==> config.mk <==
export PLATFORM = sky130hd
export DESIGN_NAME = level_sequencer
export DESIGN_NICKNAME = d
export VERILOG_FILES = /design/src/rtl/level_sequencer.sv
export SDC_FILE = /design/constraint.sdc
export NUM_CORES = 1
export LEC_CHECK = 0
export BUFFER_PORTS_ARGS = -buffer_cell sky130_fd_sc_hd__buf_2
export CORE_AREA = 8 8 72 74
export CTS_CLUSTER_SIZE = 8
export DETAILED_ROUTE_END_ITERATION = 8
export DIE_AREA = 0 0 80 82
export GPL_TIMING_DRIVEN = 1
export MAX_ROUTING_LAYER = met4
export PLACE_DENSITY = 0.69
export SLEW_MARGIN = 10
export SYNTH_ARGS = -nofsm -noshare
export SYNTH_HDL_FRONTEND = slang
export SYNTH_SLANG_ARGS = --single-unit
==> constraint.sdc <==
create_clock -name Clk -period 4.5 [get_ports Clk]
set_input_delay 0.45 -clock Clk [delete_from_list [all_inputs] [get_ports Clk]]
set_output_delay 0.45 -clock Clk [all_outputs]
set_load 0.005 [all_outputs]
==> src/rtl/level_sequencer.sv <==
// Game-flow sequencer for the color_mapper playfield: banners, paced obstacle
// releases, hit detection and win/game-over, all counted in video frames.
module level_sequencer #(
   parameter int BANNER_FRAMES = 120,
   parameter int SPAWN_FRAMES  = 30,
   parameter int CLEAR_FRAMES  = 60,
   parameter int NUM_BLOCKS    = 10,
   parameter int NUM_RECTS     = 3
) (
   input  logic                  Clk,
   input  logic                  Reset,
   input  logic                  frame_tick,
   input  logic                  start,
   input  logic                  Collision,
   output logic                  level_one,
   output logic                  level_two,
   output logic [0:NUM_BLOCKS-1] block_ready,
   output logic [0:NUM_RECTS-1]  rect_ready,
   output logic                  game_over,
   output logic                  win,
   output logic [2:0]            state
);

   typedef enum logic [2:0] {
      S_IDLE    = 3'd0,
      S_BANNER1 = 3'd1,
      S_PLAY1   = 3'd2,
      S_BANNER2 = 3'd3,
      S_PLAY2   = 3'd4,
      S_OVER    = 3'd5,
      S_WIN     = 3'd6
   } state_t;

   localparam logic [9:0] BANNER_LAST = 10'(BANNER_FRAMES - 1);
   localparam logic [9:0] SPAWN_LAST  = 10'(SPAWN_FRAMES - 1);
   localparam logic [9:0] CLEAR_LAST  = 10'(CLEAR_FRAMES - 1);

   state_t                  state_q, state_d;
   logic [9:0]              frame_cnt_q, frame_cnt_d;
   logic [4:0]              released_q, released_d;
   logic                    hit_latch_q, hit_latch_d;
   logic [0:NUM_BLOCKS-1]   block_q, block_d;
   logic [0:NUM_RECTS-1]    rect_q, rect_d;
   logic                    level_one_q, level_one_d;
   logic                    level_two_q, level_two_d;
   logic                    game_over_q, game_over_d;
   logic                    win_q, win_d;

   logic hit_now;
   logic banner_done;
   logic clear_done;
   logic play_all;

   // A collision on the tick cycle itself counts for that tick.
   assign hit_now     = hit_latch_q | Collision;
   assign banner_done = frame_tick && (frame_cnt_q == BANNER_LAST);
   assign clear_done  = frame_tick && (frame_cnt_q == CLEAR_LAST);
   assign play_all    = (state_q == S_PLAY1) ? (released_q >= 5'(NUM_BLOCKS))
                                             : (released_q >= 5'(NUM_RECTS));

   always_ff @(posedge Clk) begin
      if (Reset) begin
         state_q     <= S_IDLE;
         frame_cnt_q <= '0;
         released_q  <= '0;
         hit_latch_q <= 1'b0;
         block_q     <= '0;
         rect_q      <= '0;
         level_one_q <= 1'b0;
         level_two_q <= 1'b0;
         game_over_q <= 1'b0;
         win_q       <= 1'b0;
      end else begin
         state_q     <= state_d;
         frame_cnt_q <= frame_cnt_d;
         released_q  <= released_d;
         hit_latch_q <= hit_latch_d;
         block_q     <= block_d;
         rect_q      <= rect_d;
         level_one_q <= level_one_d;
         level_two_q <= level_two_d;
         game_over_q <= game_over_d;
         win_q       <= win_d;
      end
   end

   always_comb begin
      state_d = state_q;
      case (state_q)
         S_IDLE, S_OVER, S_WIN: if (start) state_d = S_BANNER1;
         S_BANNER1:             if (banner_done) state_d = S_PLAY1;
         S_BANNER2:             if (banner_done) state_d = S_PLAY2;
         S_PLAY1, S_PLAY2: begin
            if (frame_tick) begin
               if (hit_now)
                  state_d = S_OVER;
               else if (play_all && clear_done)
                  state_d = (state_q == S_PLAY1) ? S_BANNER2 : S_WIN;
            end
         end
         default: state_d = S_IDLE;
      endcase
   end

   // Frame pacing, release bookkeeping and the obstacle enables.
   always_comb begin
      frame_cnt_d = frame_cnt_q;
      released_d  = released_q;
      hit_latch_d = 1'b0;
      block_d     = block_q;
      rect_d      = rect_q;
      case (state_q)
         S_IDLE, S_OVER, S_WIN: begin
            if (start) begin
               frame_cnt_d = '0;
               released_d  = '0;
               block_d     = '0;
               rect_d      = '0;
            end
         end
         S_BANNER1, S_BANNER2: begin
            if (frame_tick) begin
               if (banner_done) begin
                  frame_cnt_d = '0;
                  released_d  = 5'd1;
                  if (state_q == S_BANNER1) block_d[0] = 1'b1;
                  else                      rect_d[0]  = 1'b1;
               end else begin
                  frame_cnt_d = frame_cnt_q + 10'd1;
               end
            end
         end
         S_PLAY1, S_PLAY2: begin
            hit_latch_d = frame_tick ? 1'b0 : hit_now;
            // A hit freezes the playfield: nothing else moves on that tick.
            if (frame_tick && !hit_now) begin
               if (!play_all) begin
                  if (frame_cnt_q == SPAWN_LAST) begin
                     frame_cnt_d = '0;
                     released_d  = released_q + 5'd1;
                     if (state_q == S_PLAY1) begin
                        for (int i = 0; i < NUM_BLOCKS; i++)
                           if (5'(i) == released_q) block_d[i] = 1'b1;
                     end else begin
                        for (int i = 0; i < NUM_RECTS; i++)
                           if (5'(i) == released_q) rect_d[i] = 1'b1;
                     end
                  end else begin
                     frame_cnt_d = frame_cnt_q + 10'd1;
                  end
               end else if (clear_done) begin
                  frame_cnt_d = '0;
                  block_d     = '0;
                  rect_d      = '0;
               end else begin
                  frame_cnt_d = frame_cnt_q + 10'd1;
               end
            end
         end
         default: ;
      endcase
   end

   // Status outputs are decoded from the next state so they are registered.
   always_comb begin
      level_one_d = (state_d == S_BANNER1);
      level_two_d = (state_d == S_BANNER2);
      game_over_d = (state_d == S_OVER);
      win_d       = (state_d == S_WIN);
   end

   assign level_one   = level_one_q;
   assign level_two   = level_two_q;
   assign game_over   = game_over_q;
   assign win         = win_q;
   assign block_ready = block_q;
   assign rect_ready  = rect_q;
   assign state       = state_q;

endmodule

==> insert_results.sql <==
INSERT INTO impl_metrics (metric_group, metric, value, unit) VALUES
('cells_and_area', 'final_layout_size_suffix_gt1_frac', '0.1686', ''),
('timing', 'final_min_period_over_clock_period', '0.6353', ''),
('grt', 'grt_use_total', '0.1444', ''),
('cells_and_area', 'nets', '266', ''),
('cts', 'cts_resized', '0', ''),
('critical_path', 'cp-start-kind', 'flip-flop', ''),
('yosys', 'synth_area_leaders', 'sky130_fd_sc_hd__dfxtp_1 (37%), sky130_fd_sc_hd__nor2_1 (6.9%), sky130_fd_sc_hd__a31oi_1 (4.2%)', ''),
('power', 'power_per_cell_area', '298.6', 'nW/um^2'),
('timing', 'fin_tns_setup', '0', 'ns'),
('floorplan', 'pin_count', '25', ''),
('yosys', 'post_synth_instance_area', '1953', 'sq um'),
('critical_path', 'crit-reg2reg-capture', 'frame_cnt_q[5]', ''),
('timing', 'grt_setup_unrepaired', 'no', ''),
('floorplan', 'horiz_die_dim', '80', 'um'),
('cts', 'cts_htree_levels', '2', ''),
('yosys', 'synth-async-reset-ratio', '0', ''),
('power', 'combPwrFrac', '0.106', ''),
('timing', 'maxClockFrequency', '349.8', 'MHz'),
('flow_run', 'max_cap_viol_count', '0', ''),
('grt', 'grt_overflow', '0', ''),
('timing', 'setup_slack', '1.641', 'ns'),
('yosys', 'post_synth_num_cell_types', '57', ''),
('critical_path', 'setup.worst_path.start', 'state[1]', ''),
('status', 'run_status', 'completed', ''),
('critical_path', 'r2r.worst_path.cells', '6', ''),
('yosys', 'synth-main-ff-cell', 'sky130_fd_sc_hd__dfxtp_1', ''),
('cts', 'postCtsHoldBufs', '0', ''),
('critical_path', 'worst-setup-path-type', 'flip-flop to flip-flop', ''),
('floorplan', 'fp.dieArea', '6560', 'sq um'),
('floorplan', 'floorplan.initialDensity', '0.4713', ''),
('power', 'sequentialPowerShare', '0.520', ''),
('power', 'power_report.internal_total', '0.4928', 'mW'),
('power', 'switchingPower', '0.1598', 'mW'),
('timing', 'worst_slew_pin_slew', '0.6928', 'ns'),
('yosys', 'synth_enable_flop_cells', '0', ''),
('critical_path', 'regToRegStartpoint', 'state[1]', ''),
('timing', 'final_max_slew_viol_count', '0', ''),
('timing', 'clock-skew-final', '0.006342', 'ns'),
('timing', 'worst_slew_margin_rel', '0.5375', ''),
('yosys', 'postSynthNetCount', '243', ''),
('timing', 'timing_hold_violations_final', '0', ''),
('cts', 'clkTransAtPathRegs', '0.07', 'ns'),
('critical_path', 'timing.critical_path.fanout_max', '19', ''),
('yosys', 'post-synth-top-area-cell', 'sky130_fd_sc_hd__dfxtp_1', ''),
('critical_path', 'crit_arrival', '3.04', 'ns'),
('yosys', 'synth.top_cells.by_count', 'sky130_fd_sc_hd__dfxtp_1 (36), sky130_fd_sc_hd__nor2_1 (36), sky130_fd_sc_hd__nand2_1 (19)', ''),
('cells_and_area', 'fillerInstances', '414', ''),
('detailed_routing', 'drt_wl_total', '4321', 'um'),
('cells_and_area', 'antenna_cells_inserted', '0', ''),
('power', 'vdd.ir_drop.worst', '0.1372', 'mV'),
('grt', 'grt_antenna_before_repair', '0', ''),
('floorplan', 'die_y', '82', 'um'),
('cts', 'clock_sinks', '36', ''),
('hold_path', 'worst_hold_check_path_type', 'input port to flip-flop', ''),
('placed_design', 'placement.io_buffers', '24', ''),
('detailed_routing', 'drtAntennaViolNets', '0', ''),
('detailed_routing', 'detail_route.drc_violations', '0', ''),
('power', 'power_switching_share', '0.2448', ''),
('placed_design', 'post-place-ws', '1.645', 'ns'),
('power', 'static-leakage-power', '0.8749', 'nW'),
('cts', 'cts_buffers', '5', ''),
('placed_design', 'dp_hpwl', '3215', 'um'),
('detailed_routing', 'drt_iter0_drc', '153', ''),
('yosys', 'synthDominantCellAreaShare', '0.3690', ''),
('timing', 'setup-violations-final', '0', ''),
('timing', 'finalWorstPathRequiredPeriod', '2.859', 'ns'),
('floorplan', 'design.core.area', '4144', 'sq um'),
('detailed_routing', 'via_count', '1749', ''),
('cts', 'cts_tree', 'built', ''),
('cts', 'ctsRootBufferMaster', 'sky130_fd_sc_hd__clkbuf_8', ''),
('critical_path', 'setup.worst_path.end', 'frame_cnt_q[5]', '');
placed cells by master (no fill, tap or decap), types with 2 or more instances in the layout:
| cell type | synthesis | layout |
|---|---|---|
| sky130_fd_sc_hd__o21ai_0 | 3 | 3 |
| sky130_fd_sc_hd__nor2b_1 | 6 | 6 |
| sky130_fd_sc_hd__and2_1 | 2 | 2 |
| sky130_fd_sc_hd__or2_2 | 2 | 2 |
| sky130_fd_sc_hd__nand2b_1 | 5 | 5 |
| sky130_fd_sc_hd__inv_1 | 9 | 9 |
| sky130_fd_sc_hd__xnor2_1 | 4 | 4 |
| sky130_fd_sc_hd__nand3_1 | 7 | 7 |
| sky130_fd_sc_hd__nand4_1 | 4 | 4 |
| sky130_fd_sc_hd__clkbuf_8 | 0 | 7 |
| sky130_fd_sc_hd__a41oi_1 | 2 | 2 |
| sky130_fd_sc_hd__a21o_1 | 2 | 2 |
| sky130_fd_sc_hd__a211oi_1 | 2 | 2 |
| sky130_fd_sc_hd__or4_1 | 2 | 2 |
| sky130_fd_sc_hd__ha_1 | 6 | 6 |
| sky130_fd_sc_hd__xor2_1 | 6 | 6 |
| sky130_fd_sc_hd__nor3b_1 | 2 | 2 |
| sky130_fd_sc_hd__o211a_1 | 2 | 2 |
| sky130_fd_sc_hd__a31oi_1 | 13 | 13 |
| sky130_fd_sc_hd__nor3_1 | 7 | 7 |
| sky130_fd_sc_hd__dfxtp_1 | 36 | 36 |
| sky130_fd_sc_hd__buf_2 | 3 | 24 |
| sky130_fd_sc_hd__nand2_1 | 19 | 19 |
| sky130_fd_sc_hd__o311a_1 | 2 | 2 |
| sky130_fd_sc_hd__nor2_1 | 36 | 36 |
| sky130_fd_sc_hd__and3_1 | 2 | 2 |
| sky130_fd_sc_hd__a21oi_1 | 11 | 11 |
| sky130_fd_sc_hd__nor4_1 | 2 | 2 |
| sky130_fd_sc_hd__o31a_1 | 3 | 3 |
layout make-up:
class	count	area [sq um]	share of cell area
multi-input combinational	178	1142	0.5226
timing repair buffer	25	127.6	0.05839
inverter	9	33.78	0.01546
tap	52	65.06	0.02977
sequential	36	720.7	0.3297
clock buffer	7	96.34	0.04408
critical path, stage by stage (launching register included):
cell	delay, ns
sky130_fd_sc_hd__dfxtp_1	0.69
sky130_fd_sc_hd__nand2b_1	0.24
sky130_fd_sc_hd__or4_1	0.69
sky130_fd_sc_hd__and4b_4	0.30
sky130_fd_sc_hd__o41ai_4	0.60
sky130_fd_sc_hd__nor2_2	0.05
sky130_fd_sc_hd__a21o_1	0.18
how the worst min path moves through the flow:
stage                  start       endpoint  slack, ns  depth (start not counted)
6_report               Reset  released_q[1]       0.43                          2
5_1_grt                Reset  released_q[1]       0.42                          2
4_1_cts                Reset  released_q[1]       0.43                          2
3_5_place_dp   rect_ready[0]  rect_ready[0]       0.44                          2
3_3_place_gp   rect_ready[0]  rect_ready[0]       0.44                          2
2_1_floorplan  rect_ready[0]  rect_ready[0]       0.44                          2
cell families (layout without fill, tap and decap cells):
kind of cell | count (synthesis) | in the layout | share of synthesized area
mux | 1 | 1 | 0.005125
simple gates | 105 | 105 | 0.2748
compound gates | 55 | 55 | 0.2165
xor+xnor | 10 | 10 | 0.04484
buf+inv | 18 | 41 | 0.04612
fa+ha+maj | 7 | 7 | 0.04356
flops | 36 | 36 | 0.3690
registers in the layout (all words and copies together), names as in the netlist:
signal / cells
game_over: 1
hit_latch_q: 1
win: 1
released_q: 5
frame_cnt_q: 10
rect_ready: 3
level_one: 1
block_ready: 10
level_two: 1
state: 3
power by group through the flow:
stage	Clock, mW	Combinational, mW	Sequential, mW
after floorplan	0	0.0507	0.343
after global routing	0.266	0.0777	0.341
after CTS	0.252	0.0697	0.339
final	0.244	0.0691	0.339
after detailed placement	0	0.0694	0.346
after global placement	0	0.0688	0.346
metrics by stage:
| stage | std cells | utilization | power [mW] | area, sq um |
|---|---|---|---|---|
| 2_1_floorplan | 232 | - | 0.3935 | 1953 |
| 3_3_place_gp | 300 | 0.5042 | 0.4148 | 2090 |
| 3_5_place_dp | 300 | 0.5042 | 0.4158 | 2090 |
| 4_1_cts | 307 | 0.5275 | 0.6610 | 2186 |
| 5_1_grt | 307 | 0.5275 | 0.6841 | 2186 |
| 6_report | 307 | 0.5275 | 0.6526 | 2186 |
metal layers:
layer | up-vias | global-route usage | routed length [um]
met5 | - | - | 0
met4 | 0 | 0.07455 | 106
met3 | 12 | 0.03939 | 254
met2 | 37 | 0.2215 | 1862
met1 | 816 | 0.1693 | 2098
li1 | 884 | - | -
Note: power is estimated with default switching activity, not from simulation.
